--- config.mk ---
export PLATFORM = sky130hd
export DESIGN_NAME = tone_period_meter
export DESIGN_NICKNAME = d
export VERILOG_FILES = /design/src/rtl/tone_period_meter.sv
export SDC_FILE = /design/constraint.sdc
export NUM_CORES = 1
export LEC_CHECK = 0
export CORE_ASPECT_RATIO = 1.75
export CORE_MARGIN = 1.5
export CORE_UTILIZATION = 40
export DETAILED_ROUTE_END_ITERATION = 10
export SLEW_MARGIN = 20
export SYNTH_ARGS = -nofsm -noshare
export SYNTH_HDL_FRONTEND = slang
export SYNTH_SLANG_ARGS = --single-unit
--- constraint.sdc ---
create_clock -name clk -period 3.48 [get_ports clk]
set_input_delay 0.348 -clock clk [delete_from_list [all_inputs] [get_ports clk]]
set_output_delay 0.348 -clock clk [all_outputs]
set_load 0.03 [all_outputs]
--- src/rtl/tone_period_meter.sv ---
// tone_period_meter: measures period and high time of a square wave on clk.
// Macro TONE_AVG4_EN: output the mean of every 4 raw measurements instead.
//
// Ports:
//   clk          system clock
//   rst          asynchronous, active-high reset
//   tone_in      asynchronous square-wave input
//   period       last rising-to-rising period, in clk cycles
//   high_time    high-phase length of that same period, in clk cycles
//   period_valid one-cycle strobe when period/high_time update
//   no_tone      no rising edge within TIMEOUT cycles
module tone_period_meter #(
    parameter int CNT_W       = 24,
    parameter int SYNC_STAGES = 2,
    parameter int TIMEOUT     = 5000000
) (
    input  logic             clk,
    input  logic             rst,
    input  logic             tone_in,
    output logic [CNT_W-1:0] period,
    output logic [CNT_W-1:0] high_time,
    output logic             period_valid,
    output logic             no_tone
);

    localparam logic [CNT_W-1:0] CNT_LAST = CNT_W'(TIMEOUT - 1);

    typedef enum logic {
        IDLE,
        MEAS
    } state_t;

    state_t                 state;
    logic [SYNC_STAGES-1:0] sync;
    logic                   s_d;
    logic                   s;
    logic                   rise;
    logic                   fall;
    logic [CNT_W-1:0]       cnt;
    logic [CNT_W-1:0]       cnt_inc;
    logic [CNT_W-1:0]       hi_lat;

    assign s       = sync[SYNC_STAGES-1];
    assign rise    = s & ~s_d;
    assign fall    = ~s & s_d;
    assign cnt_inc = cnt + 1'b1;

`ifdef TONE_AVG4_EN
    logic [CNT_W+1:0] acc_p;
    logic [CNT_W+1:0] acc_h;
    logic [CNT_W+1:0] sum_p;
    logic [CNT_W+1:0] sum_h;
    logic [1:0]       n_avg;

    // Sums include the measurement being taken this cycle.
    assign sum_p = acc_p + {2'b00, cnt_inc};
    assign sum_h = acc_h + {2'b00, hi_lat};
`endif

    always_ff @(posedge clk or posedge rst) begin
        if (rst) begin
            sync <= '0;
            s_d  <= 1'b0;
        end else begin
            sync <= {sync[SYNC_STAGES-2:0], tone_in};
            s_d  <= s;
        end
    end

    always_ff @(posedge clk or posedge rst) begin
        if (rst) begin
            state        <= IDLE;
            cnt          <= '0;
            hi_lat       <= '0;
            period       <= '0;
            high_time    <= '0;
            period_valid <= 1'b0;
            no_tone      <= 1'b1;
`ifdef TONE_AVG4_EN
            acc_p        <= '0;
            acc_h        <= '0;
            n_avg        <= '0;
`endif
        end else begin
            period_valid <= 1'b0;
            unique case (state)
                IDLE: begin
                    cnt <= '0;
                    if (rise) begin
                        state <= MEAS;
                    end
                end
                MEAS: begin
                    if (fall) begin
                        hi_lat <= cnt_inc;
                    end
                    // Timeout wins over a rise landing in the same cycle.
                    if (cnt == CNT_LAST) begin
                        state   <= IDLE;
                        cnt     <= '0;
                        no_tone <= 1'b1;
`ifdef TONE_AVG4_EN
                        acc_p   <= '0;
                        acc_h   <= '0;
                        n_avg   <= '0;
`endif
                    end else if (rise) begin
                        cnt     <= '0;
                        no_tone <= 1'b0;
`ifdef TONE_AVG4_EN
                        if (n_avg == 2'd3) begin
                            period       <= sum_p[CNT_W+1:2];
                            high_time    <= sum_h[CNT_W+1:2];
                            period_valid <= 1'b1;
                            acc_p        <= '0;
                            acc_h        <= '0;
                            n_avg        <= '0;
                        end else begin
                            acc_p <= sum_p;
                            acc_h <= sum_h;
                            n_avg <= n_avg + 2'd1;
                        end
`else
                        period       <= cnt_inc;
                        high_time    <= hi_lat;
                        period_valid <= 1'b1;
`endif
                    end else begin
                        cnt <= cnt_inc;
                    end
                end
                default: begin
                    state <= IDLE;
                    cnt   <= '0;
                end
            endcase
        end
    end

endmodule

==> metrics.csv <==
stage,metric,value,unit
clock_network,CTS tree,done,
floorplan,io pins,53,
clock_network,"Clk Latency, worst-skew pair",0.34,ns
worst_setup_path,maximum net fanout on the critical path,20,
timing,setup_tns,0,ns
worst_setup_path,max incr delay on CP,0.67,ns
grt,initial antenna violation count,0,
placement,GP Congestion,0.886,
worst_setup_path,WS Path Type,register to register,
timing,unrepaired setup endpoints after global routing,no,
clock_network,Root Buffer,clkbuf_16,
logic_synthesis,post-synthesis simple-gate area fraction,14.5,%
worst_setup_path,CP Launch Type,register,
logic_synthesis,Synth Cell Area,3980,µm²
timing,hold_ws,0.350,ns
floorplan,area of the die,10600,µm²
placement,PortBufs,52,
worst_setup_path,worst flop-to-flop path endpoint,high_time[16],
clock_network,postcts setup bufs,0,
logic_synthesis,main combinational cell family by area after synthesis,simple AND/OR/NAND/NOR gates,
floorplan,Initial Utilization,40.7,%
worst_setup_path,R2R cell count,5,
timing,fmax,399,MHz
route,DR WL/cell,14.2,µm
route,Final ANT Viol Nets,0,
logic_synthesis,cells after synthesis,343,
flow_run,Max-cap violations,0,
logic_synthesis,Synth Area in XOR/XNOR,4.84,%
route,Detailed Route WL,7.40,mm
logic_synthesis,number of synthesized register bits,102,
worst_setup_path,CP arrival,2.73,ns
min_path,min-delay src,sync[0],
pwr,Leakage,2.22,nW
pwr,Max VDD drop,0.000317,V
floorplan,Die Wd,78.4,µm
timing,Slew Limit Fails,0,
clock_network,H-tree Lvls,3,
min_path,Worst Hold Path EP,sync[1],
floorplan,chip height,135,µm
final_layout,Nets,397,
min_path,WHS Path Cells,0,
worst_setup_path,CP endpoint kind,register,
timing,Final Cycle Share,71.9,%
worst_setup_path,r2r startpoint,cnt[20],
grt,vias in the first global route,2632,
logic_synthesis,Post-Synth Adder-Cell Area,0.314,%
timing,slew of the pin with the lowest slew margin,0.838,ns
logic_synthesis,yosys warns,0,
clock_network,CTS hold repair buffers,0,
floorplan,core area,9790,µm²
grt,Total Routing Usage GR,15.5,%
outcome,status,"finished, final reports clean",
clock_network,total CTS buffers,9,
logic_synthesis,Synth area leaders,"dfrtp_1 (63%), mux2_2 (6.8%), o21ai_0 (6.0%)",
grt,gr ovfl total,0,
final_layout,Fill cells,885,
placement,Setup Slack @ Placement,0.953,ns
timing,min Tclk post-route,2.50,ns
route,DRC viols,0,
final_layout,synthesis-to-finish area growth,24.5,%
logic_synthesis,average size of a mapped cell,11.6,µm²
clock_network,clk sinks,102,
worst_setup_path,crit-path cells,nor4b_1 -> nand3_1 -> o31ai_4 -> buf_4 -> mux2_2,
worst_setup_path,Worst path slowest cell,o31ai_4,
route,DR pass1 iterations,4,
placement,Cells after DPL,507,
timing,Max-slew headroom,44.0,%
grt,first-pass GRT wire length,12.6,mm
route,iteration-0 DRC count of the detailed router,180,
timing,final setup fails,0,
route,Via density,4.99,
min_path,worst min path class,register to register,
timing,final hold violations,0,
final_layout,n_diodes,0,
final_layout,Non-Filler Instances,523,
pwr,pwr dens,542,nW/µm²
logic_synthesis,post-synthesis compound-gate area fraction,7.13,%
clock_network,Post-CTS Resized,0,
logic_synthesis,Netlist cell types,31,
route,via count,2610,
final_layout,layout cells sized above 1,12.8,%
timing,Setup Skew,0.00532,ns
clock_network,CTS max path bufs,2,
placement,Post-DP HPWL,5.11,mm
logic_synthesis,post-synthesis mux area share,6.79,%
logic_synthesis,Synth top area share,63.5,%
logic_synthesis,cell accounting for the most synthesized area,dfrtp_1,
logic_synthesis,sequential element share of the synthesized area,64.1,%
logic_synthesis,net count after synthesis,347,
floorplan,Rows,48,
worst_setup_path,slack of the worst reg-to-reg path,0.98,ns
clock_network,clock-pin transition on the worst setup and hold timing paths,0.06,ns
timing,PnR worst setup slack,0.977,ns
grt,largest net degree at the start of global routing,63,
worst_setup_path,worst path required time,3.71,ns
## state kept, by name, summed over array words and instances, names as in the netlist
name / flops
s_d: 1
cnt: 24
hi_lat: 24
period_valid: 1
sync: 2
high_time: 24
state: 1
no_tone: 1
period: 24
## worst max-delay path: cells and delay by family, from the launching register on
family / cells / cell delay (ns)
simple gates: 2 / 0.57
mux: 1 / 0.36
buf+inv: 1 / 0.35
compound gates: 1 / 0.67
flops: 1 / 0.43
## kinds of logic after synthesis
family	Yosys count
and+or+nand+nor	122
DFF	102
AOI/OAI and AO/OA	51
muxes	24
xor gates and xnor gates	22
buffers and inverters	21
adders and majority gates	1
## power by group
group          total [mW]  switching [mW]  internal, mW  leakage, nW
clock network        1.04           0.404         0.633        0.162
logic               0.331           0.199         0.132        0.669
registers            1.32          0.0523          1.27         1.39
## per-layer routing
| layer | wire length, µm | GRT usage [%] |
|---|---|---|
| met1 | 3210 | 18.7 |
| met2 | 3800 | 25.5 |
| met3 | 198 | 3.45 |
| met4 | 197 | 8.43 |
| met5 | 0 | 0 |
## stage by stage
| stage | cell area, µm² | total power [mW] | utilization [%] |
|---|---|---|---|
| global placement | 4640 | 1.67 | 47.4 |
| floorplan | 3980 | 1.55 | - |
| detailed placement | 4640 | 1.68 | 47.4 |
| finish | 4960 | 2.69 | 50.7 |
| CTS | 4960 | 2.73 | 50.7 |
| global route | 4960 | 2.82 | 50.7 |
## cells in the final DEF, fill, tap and decap left out, types with 3 or more instances in the layout
cell,n
dfrtp_1,101
mux2_2,24
nor3_1,4
nand2_1,54
and3_1,7
clkbuf_16,9
xnor2_1,7
nand3_1,10
clkbuf_8,4
o21ai_0,48
clkdlybuf4s50_1,52
inv_1,3
xor2_1,15
nor2_1,26
nand4_1,7
## worst max-delay path by stage
stage | start | slack, ns | end
after floorplan | rst | 0.46 | cnt[0]
after global placement | cnt[20] | 1.04 | high_time[14]
after detailed placement | cnt[20] | 0.95 | high_time[16]
after CTS | cnt[20] | 0.96 | high_time[16]
after global routing | cnt[20] | 0.80 | high_time[16]
final | cnt[20] | 0.98 | high_time[16]
## synthesized netlist by cell type
cell type / instances
dfrtp_1: 101
nand2_1: 54
o21ai_0: 48
nor2_1: 26
mux2_2: 24
xor2_1: 15
clkbuf_1: 12
nand3_1: 10
and3_1: 7
nand4_1: 7
xnor2_1: 7
inv_1: 4
nor3_1: 4
buf_4: 3
and2_1: 2
and4_1: 2
buf_2: 2
nor2b_1: 2
a311oi_2: 1
dfstp_2: 1
ha_1: 1
nand3b_1: 1
nor3b_1: 1
nor4_1: 1
nor4b_1: 1
nor4b_2: 1
nor4bb_1: 1
o21a_1: 1
o31ai_4: 1
or3b_2: 1
or4_4: 1
## final cells by class
type,count,area (µm²),area share [%]
Clock buffer,13,280,5.65
Clock inverter,3,40.0,0.807
Inverter,4,17.5,0.353
Multi-Input combinational cell,220,1340,26.9
Sequential cell,102,2550,51.5
Tap cell,125,156,3.15
Timing Repair Buffer,56,576,11.6
(Power assumes the default switching activity.)
